===== config.mk =====
export PLATFORM = sky130hd
export DESIGN_NAME = control_step_sequencer
export DESIGN_NICKNAME = d
export VERILOG_FILES = /design/src/rtl/control_step_sequencer.sv
export SDC_FILE = /design/constraint.sdc
export NUM_CORES = 1
export LEC_CHECK = 0
export BUFFER_PORTS_ARGS = -buffer_cell sky130_fd_sc_hd__clkbuf_2
export CORE_AREA = 8 8 72 74
export DETAILED_ROUTE_END_ITERATION = 7
export DIE_AREA = 0 0 80 82
export PLACE_DENSITY_LB_ADDON = 0.2
export SYNTH_ARGS = -nofsm -noshare
export SYNTH_HDL_FRONTEND = slang
export SYNTH_SLANG_ARGS = --single-unit

===== constraint.sdc =====
create_clock -name clk -period 2.9 [get_ports clk]
set_input_delay 0.435 -clock clk [delete_from_list [all_inputs] [get_ports clk]]
set_output_delay 0.435 -clock clk [all_outputs]
set_load 0.005 [all_outputs]

===== src/rtl/control_step_sequencer.sv =====
// Control-step sequencer: walks an instruction through steps 1..limit with stall,
// early-end, halt-at-boundary and back-to-back start support. All outputs registered.
module control_step_sequencer #(
    parameter int MAX_STEPS = 20
) (
    input  logic                 clk,
    input  logic                 reset,
    input  logic                 start,
    input  logic [4:0]           step_limit,
    input  logic                 stall,
    input  logic                 end_early,
    input  logic                 halt_req,
    input  logic                 resume,
    output logic [4:0]           step,
    output logic [MAX_STEPS-1:0] step_onehot,
    output logic                 busy,
    output logic                 instr_done,
    output logic                 halted
);

    typedef enum logic [1:0] {
        S_IDLE   = 2'd0,
        S_RUN    = 2'd1,
        S_HALTED = 2'd2
    } state_t;

    localparam logic [4:0] MAX_L = 5'(MAX_STEPS);

    state_t               state_q, state_d;
    logic [4:0]           step_q, step_d;
    logic [4:0]           limit_q, limit_d;
    logic                 done_d;
    logic [MAX_STEPS-1:0] onehot_q;
    logic                 busy_q, done_q, halted_q;

    // A zero limit still runs one step; oversize limits saturate at MAX_STEPS.
    function automatic logic [4:0] eff_limit(input logic [4:0] lim);
        logic [4:0] r;
        if (lim == 5'd0) begin
            r = 5'd1;
        end else if (lim > MAX_L) begin
            r = MAX_L;
        end else begin
            r = lim;
        end
        return r;
    endfunction

    function automatic logic [MAX_STEPS-1:0] decode(input logic [4:0] s);
        logic [MAX_STEPS-1:0] oh;
        oh = '0;
        for (int i = 0; i < MAX_STEPS; i++) begin
            oh[i] = (s == 5'(i + 1));
        end
        return oh;
    endfunction

    // Next-state logic for state, step, latched limit and completion pulse.
    always_comb begin
        state_d = state_q;
        step_d  = step_q;
        limit_d = limit_q;
        done_d  = 1'b0;
        case (state_q)
            S_IDLE: begin
                if (halt_req) begin
                    state_d = S_HALTED;
                    step_d  = 5'd0;
                end else if (start) begin
                    state_d = S_RUN;
                    step_d  = 5'd1;
                    limit_d = eff_limit(step_limit);
                end else begin
                    state_d = S_IDLE;
                end
            end
            S_RUN: begin
                if (stall) begin
                    state_d = S_RUN;
                end else if ((step_q >= limit_q) || end_early) begin
                    done_d = 1'b1;
                    // halt_req only matters at the boundary, and it beats a pending start.
                    if (halt_req) begin
                        state_d = S_HALTED;
                        step_d  = 5'd0;
                    end else if (start) begin
                        state_d = S_RUN;
                        step_d  = 5'd1;
                        limit_d = eff_limit(step_limit);
                    end else begin
                        state_d = S_IDLE;
                        step_d  = 5'd0;
                    end
                end else begin
                    step_d = step_q + 5'd1;
                end
            end
            S_HALTED: begin
                if (resume) begin
                    state_d = S_IDLE;
                end else begin
                    state_d = S_HALTED;
                end
                step_d = 5'd0;
            end
            default: begin
                state_d = S_IDLE;
                step_d  = 5'd0;
                limit_d = 5'd1;
            end
        endcase
    end

    // State and registered output update with synchronous reset.
    always_ff @(posedge clk) begin
        if (reset) begin
            state_q  <= S_IDLE;
            step_q   <= 5'd0;
            limit_q  <= 5'd1;
            onehot_q <= '0;
            busy_q   <= 1'b0;
            done_q   <= 1'b0;
            halted_q <= 1'b0;
        end else begin
            state_q  <= state_d;
            step_q   <= step_d;
            limit_q  <= limit_d;
            onehot_q <= decode(step_d);
            busy_q   <= (state_d == S_RUN);
            done_q   <= done_d;
            halted_q <= (state_d == S_HALTED);
        end
    end

    assign step        = step_q;
    assign step_onehot = onehot_q;
    assign busy        = busy_q;
    assign instr_done  = done_q;
    assign halted      = halted_q;

endmodule


* After elaboration in Yosys (flattened, before gate mapping)
Index checks and enable logic that the tools add are counted.
** Word-level totals
- Word-level logic and storage cells :: 64
- Input bits :: 12
- Register bits after elaboration :: 35
** Cells by class
- Multiplexer cells :: 21
- Reductions and logical operators :: 5
- Bitwise logic cells :: 2
- $add $sub $neg :: 1
- Eq/ne operators :: 26
- $lt $le $gt $ge :: 2
** Operator list (number)
- 5-bit 2-to-1 mux :: 10
- 5-bit by 4-bit equality test with 1-bit output, second input constant :: 8
- 5-bit equality test, second input constant :: 5
- 5-bit by 3-bit equality test with 1-bit output, second input constant :: 4
- 5-bit case mux with 3 select lines :: 1
- 5-bit by 2-bit equality test with 1-bit output, second input constant :: 2
- 5-bit case mux with 2 select lines :: 1
- 2-bit 2-to-1 mux :: 4
- 2-bit case mux with 3 select lines :: 1
- 5-bit by 1-bit adder with 5-bit output, second input constant :: 1
- 5-bit by 1-bit equality test with 1-bit output, second input constant :: 1
- 5-bit greater-or-equal comparator :: 1
- 5-bit > comparator, second input constant :: 1
- 5-bit zero test :: 1
- 2-bit by 1-bit equality test with 1-bit output, second input constant :: 2
- 2-bit equality test, second input constant :: 2
- 1-bit 2-to-1 mux :: 4
- 2-bit inequality test, second input constant :: 2
- 3-bit AND reduction :: 1
- 3-bit OR reduction :: 1
- 2-bit zero test :: 1
- 1-bit NOT :: 2
- 1-bit logical OR :: 1

* Depth between registers and ports, before layout
Gate-level depths: netlist of the first run.
- Depth in word-level cells :: 8
- Mapped depth :: 8
- Mapped depth without buffers :: 8

* Worst setup path before layout of the first run
OpenSTA, ideal clock, no wires.
- Path type :: register -> register
- Start :: reg step_q[0], in the netlist step[0]
- End :: reg onehot_q[19], in the netlist step_onehot[19]
- Period minus slack after synthesis :: 2251 ps
- Path buffers :: 0
- Library setup time :: 73 ps
- Path slack :: 649 ps
- Arrival time :: 2178 ps
- Cell stages (with the launch flop) :: 9
- Cells stage by stage :: dfxtp_1 inv_1 ha_1 nor2b_4 o21ai_2 a2111oi_4 a311oi_2 or4_4 nor3_2
** Between the ends
- Cells in the longest elaborated chain, start to end :: 6
- Elaborated cells on any way between the ends :: 9
- Those cells by class :: 1 x add/sub; 1 x order compare; 1 x eq/ne; 5 x mux; 1 x reduce/logical
** RTL lines
- from (decl) :: line 30 : logic [4:0] step_q, step_d;
- from (signal assigned) :: line 126 : step_q <= step_d;
- 5-bit greater-or-equal comparator :: line 80 : end else if ((step_q >= limit_q) || end_early) begin
- 1-bit logical OR :: line 80
- 5-bit 2-to-1 mux :: line 80
- 5-bit 2-to-1 mux :: line 78 : if (stall) begin
- 5-bit case mux with 2 select lines (*) :: line 64 : case (state_q)
- 5-bit equality test (*) :: line 53 : oh[i] = (s == 5'(i + 1));
- to (signal assigned) :: line 128 : onehot_q <= decode(step_d);
- to (decl) :: line 33 : logic [MAX_STEPS-1:0] onehot_q;
Mark *: on every way between the ends. The rest lies on a longest branch, timed or not.
A chain may end at the register's enable or synchronous reset.

* Worst setup path after layout of the first run
Ends and elaborated chain as after synthesis.

==> impl_metrics.ini, run 1 <==
[yosys]
ys_seq_area_frac = 0.4527
synthesis.area_um2 = 1548
synth.distinct_cells = 44
avgSynthCellArea_um2 = 8.946
ys_seq_elements = 35
synthCells = 173
syn_nets = 191
yosysWarnings = 0

[clock_tree]
post_cts_buffers = 0
cts_hold_buf = 0
clkTransAtPathRegs_ns = 0.08
h-tree-depth = 2
clock_sinks = 35
cts_buffers = 5
cts_root_buf = clkbuf_8
clock_latency_ns = 0.29
post_cts_resized = 0
cts_tree = done
clock_path_buffers = 2

[timing]
maxSlewViolCount = 0
setup_slack_ns = 0.4749
period_share = 0.8362
worst_slew_pin_slew_ns = 0.7472
hold_viol = 0
skew_ns = 0.006660
maxSlewHeadroom = 0.4973
rsz0062_at_grt = false
max_freq_mhz = 412.4
tns_ns = 0
finalSetupViolCount = 0
fin_crit_ns = 2.425

[grt]
track_usage = 0.1158
antenna_found_initial = 0
grt_overflow = 0
grt_pass1_wl_mm = 5.885
grt_pass1_vias = 1254
grt_max_degree = 17

[final_layout]
final_common_cell = clkbuf_2
drive_gt1_frac = 0.2719
n_antenna_cell = 0
syn_to_final_growth_pct = 21.91
layout_common_cells = clkbuf_2, nor2_1, dfxtp_1
fin_cells = 269
final_cell_area_um2 = 1887
layout.nets = 234

[critical_path]
critPathArrivalTime_ns = 2.65
path_cells = inv_1, ha_1, nor2b_4, o21a_1, o21ai_2, a311oi_2, or4_4, nor3_2
r2r-start = step[0]
critPathMaxFanout = 6
slowest_delay_ns = 0.61
startpoint = step[0]
required_ns = 3.12
worst-setup-path-type = register to register
crit_slowest_cell = or4_4
critPathLaunchType = register
end_kind = register
reg2reg_slack_ns = 0.47
worstRegToRegCells = 8
worstReg2RegEnd = step_onehot[19]

[die]
rows = 24
die_area_um2 = 6560
die_y_um = 82
coreArea_um2 = 4144
start_util = 0.3735
die_x_um = 80
top_level_ports = 40

[power]
finalPower_w = 0.0009710
power.density_nw_per_um2 = 514.6
ir_worst_vdd_v = 0.0002538
p_leak_nw = 0.7709

[job]
cap_viol_max_count = 0

[placement]
io_buffers = 39
placed_area_um2 = 1798
place_ws_ns = 0.4714
gp_congestion = 0.7882
placed_cells = 261
dp_hpwl_mm = 2.881

[detailed_routing]
drcViolationCount = 0
drt_iter0_markers = 48
antenna_left = 0
routedWlPerCell_um = 13.64
wl_mm = 3.669
dr.pass1.iters = 4
num_vias = 1359
routed_via_density = 5.052

[worst_hold_path]
hold_start = step_limit[1]
hold_path_end = limit_q[1]
hold_class = input pin to register
min_path_cells = 3

[status]
status = finished, final reports clean
==> logic make-up after synthesis <==
| family | synth area share |
|---|---|
| AND/OR/NAND/NOR | 0.2652 |
| adder cells (fa/ha/maj) | 0.04850 |
| buffers and inverters | 0.03072 |
| XOR/XNOR | 0.005660 |
| flip-flops | 0.4527 |
| AO/OA/AOI/OAI | 0.1973 |
==> worst max-delay path by stage <==
stage / to / slack [ns] / cells after the start
after floorplan: step_onehot[19] / 0.65 / 8
after global placement: step_onehot[19] / 0.51 / 7
after detailed placement: step_onehot[19] / 0.47 / 8
after CTS: step_onehot[19] / 0.45 / 8
after global routing: step_onehot[9] / 0.29 / 8
final: step_onehot[19] / 0.47 / 8
==> cell type report <==
| type | instances | area [um2] |
|---|---|---|
| Clock buffer | 5 | 68.82 |
| Clock inverter | 3 | 20.02 |
| Fill cell | 415 | 2257 |
| Inverter | 8 | 30.03 |
| Multi-Input combinational cell | 126 | 799.5 |
| Sequential cell | 35 | 700.7 |
| Tap cell | 52 | 65.06 |
| Timing Repair Buffer | 40 | 202.7 |
==> per-layer routing <==
metal,part of all wire,track usage,up-vias
li1,-,-,701
met1,0.43,0.1254,615
met2,0.47,0.1884,35
met3,0.078,0.05689,8
met4,0.020,0.05091,0
met5,0,0,-
==> synth_stat cells (all sizes together) <==
master | n | area share
dfxtp | 35 | 0.45
nor2 | 35 | 0.085
a21oi | 16 | 0.054
nand2 | 12 | 0.029
inv | 8 | 0.019
o21ai | 7 | 0.027
ha | 6 | 0.049
a211oi | 4 | 0.026
nand2b | 4 | 0.016
a211o | 3 | 0.017
and2 | 3 | 0.012
nand3 | 3 | 0.0097
nor3 | 3 | 0.013
or3 | 3 | 0.012
a2111oi | 2 | 0.027
buf | 2 | 0.0065
clkbuf | 2 | 0.0049
nand3b | 2 | 0.0097
nand4b | 2 | 0.011
nor2b | 2 | 0.013
nor3b | 2 | 0.0097
nor4 | 2 | 0.0081
a311o | 1 | 0.0065
a311oi | 1 | 0.0097
a31oi | 1 | 0.0040
a41oi | 1 | 0.0057
nand4 | 1 | 0.0040
nand4bb | 1 | 0.0073
nor4b | 1 | 0.0057
o2111ai | 1 | 0.0057
o21a | 1 | 0.0049
o21bai | 1 | 0.0049
o22ai | 1 | 0.0040
or3b | 1 | 0.0057
or4 | 1 | 0.0073
or4b | 1 | 0.0065
xor2 | 1 | 0.0057
==> where the power goes <==
part | internal, W | total (W) | leakage, nW | switching (W)
clock | 0.000167 | 0.000352 | 0.0402 | 0.000185
combinational | 0.0000466 | 0.000115 | 0.447 | 0.0000687
sequential | 0.000492 | 0.000504 | 0.283 | 0.0000122
==> worst max-delay path: cells and delay by family (launching register included) <==
kind,cells,cell delay [ns]
DFF,1,0.42
AOI/OAI and AO/OA,3,0.66
buffers and inverters,1,0.11
adders and majority gates,1,0.33
and+or+nand+nor,3,0.84
==> state kept, by name, indices dropped and copies added, names as in the netlist <==
name         flops
halted           1
limit_q          5
step             5
step_onehot     20
state_q          2
instr_done       1
busy             1
==> metrics by stage <==
stage | hold slack [ns] | utilization
global route | 0.4342 | 0.4553
finish | 0.4219 | 0.4553
global placement | 0.4406 | 0.4339
detailed placement | 0.4493 | 0.4339
CTS | 0.4170 | 0.4553
floorplan | 0.4258 | -
Note: power is estimated with default switching activity, not from simulation.
==> inputs of run 2 (changes only) <==
Clock period 2.9 ns to 2.2 ns, I/O delays scaled along.
==> impl_metrics.ini, run 2 (synthesis gave the netlist of run 1 again) <==
[clock_tree]
clock_latency_ns = 0.29
cts_tree = done
clkTransAtPathRegs_ns = 0.07
cts_root_buf = clkbuf_8
h-tree-depth = 2
clock_sinks = 35
clock_path_buffers = 2
cts_buffers = 5

[critical_path]
worstReg2RegEnd = step_onehot[14]
reg2reg_slack_ns = 0.10
startpoint = limit_q[2]
cpLargestDelayFamily = compound AO/OA/AOI/OAI gates
required_ns = 2.38
crit_slowest_cell = a311o_1
critPathArrivalTime_ns = 2.27
slowest_delay_ns = 0.34
worst-setup-path-type = register to register
critPathLaunchType = register
path_cells = inv_1, ha_4, nand2_1, o21ai_4, buf_4, a21oi_2, buf_4, a311o_1, nand3b_1, nor2_1
end_kind = register
path_depth = 10
path_buf_inv = 3
crit_end = step_onehot[14]
critPathMaxFanout = 4
worstRegToRegCells = 10
r2r-start = limit_q[2]
crit_top_cell = buf_4

[detailed_routing]
wl_mm = 4.084
drcViolationCount = 0
drt_iter0_markers = 73
dr.pass1.iters = 4
antenna_left = 0
routed_via_density = 5.007
num_vias = 1462
routedWlPerCell_um = 13.99

[power]
p_leak_nw = 0.8932
ir_worst_vdd_v = 0.0002916
finalPower_w = 0.001328
power.density_nw_per_um2 = 617.5

[grt]
track_usage = 0.1312
grt_pass1_wl_mm = 6.755
antenna_found_initial = 0
grt_overflow = 0
grt_max_degree = 17
grt_pass1_vias = 1463

[final_layout]
multiInputGateArea_um2 = 888.4
fin_util = 0.5190
final_common_cell = clkbuf_2
layout.nets = 257
syn_to_final_growth_pct = 38.97
seq_area_um2 = 703.2
layout_common_cells = clkbuf_2, dfxtp_1, nor2_1
fill_cells = 398
n_antenna_cell = 0
largest_register_ffs = 20
drive_gt1_frac = 0.3958

[timing]
max_freq_mhz = 476.7
maxSlewHeadroom = 0.6941
rsz0062_at_grt = true
maxSlewViolCount = 0
skew_ns = 0.006211
period_share = 0.9535
hold_viol = 0
worst_slew_pin_slew_ns = 0.4582
fin_crit_ns = 2.098
finalSetupViolCount = 0

[die]
start_util = 0.3735
rows = 24
top_level_ports = 40
die_area_um2 = 6560
die_y_um = 82
die_x_um = 80
coreArea_um2 = 4144

[placement]
dp_hpwl_mm = 3.095
io_buffers = 39
gp_congestion = 0.8538

[job]
cap_viol_max_count = 0

[worst_hold_path]
hold_class = input pin to register

[status]
status = finished, final reports clean
[run 2: changes by cell type in the layout (fill, tap and decap cells not counted), moves of 2 or more]
| cell | delta |
|---|---|
| dfxtp_2 | +2 |
| nor2_2 | +3 |
| buf_4 | +23 |
| a21oi_1 | -2 |
| ha_4 | +3 |
| ha_1 | -3 |
| dfxtp_1 | -2 |
| o21ai_4 | +2 |
| nor2_1 | -3 |
[run 2: stage by stage]
step	hold WS (ns)	worst slack, ns	instance area, um2	setup TNS, ns	std cells
final	0.3217	0.1023	2151	0	292
after global routing	0.3360	-0.01596	2151	-0.03432	292
after CTS	0.3180	0.002780	2062	0	290
after detailed placement	0.4506	-0.05307	1942	-0.2963	280
after global placement	0.4420	-0.02801	1942	-0.08259	280
after floorplan	0.3991	0.01187	1549	0	173
[run 2: timing repair]
| action | 4_1_cts | 5_1_grt |
|---|---|---|
| setup endpoints to repair | 16 | 22 |
| setup buffers | 2 | 2 |
| resized for setup | 4 | 12 |
| pin swaps | 2 | 7 |
| hold buffers | 0 | 0 |
[run 2: worst min-delay path by stage]
stage,startpoint,end,slack [ns],depth (start not counted)
after floorplan,reset,limit_q[1],0.40,1
after global placement,limit_q[4],limit_q[4],0.44,2
after detailed placement,limit_q[3],limit_q[3],0.45,2
after CTS,step_limit[1],limit_q[1],0.32,3
after global routing,step_limit[1],limit_q[1],0.34,3
final,step_limit[1],limit_q[1],0.32,3
[run 2: worst register-to-register path, cell delays in order (launching register included)]
cell and delay, ns:
dfxtp_2 0.33, inv_1 0.06, ha_4 0.28, nand2_1 0.10, o21ai_4 0.21, buf_4 0.16
a21oi_2 0.08, buf_4 0.15, a311o_1 0.34, nand3b_1 0.21, nor2_1 0.07
[run 2: final cells by class]
class	count	area share
Clock buffer	5	0.03200
Inverter	8	0.01396
Sequential cell	35	0.3269
Multi-Input combinational cell	126	0.4130
Clock inverter	3	0.009308
Timing Repair Buffer	63	0.1745
Tap cell	52	0.03025
[run 2: where the power goes]
group	total [W]	internal [W]	switching, W
registers	0.000664	0.000648	0.0000157
clock network	0.000464	0.000220	0.000244
logic	0.000200	0.0000901	0.000110
[run 2: routing by layer]
layer	vias up	global-route usage	routed length, um
met5	-	0	0
li1	744	-	-
met2	45	0.2199	1957
met4	0	0.05455	65
met3	8	0.04267	233
met1	665	0.1507	1827
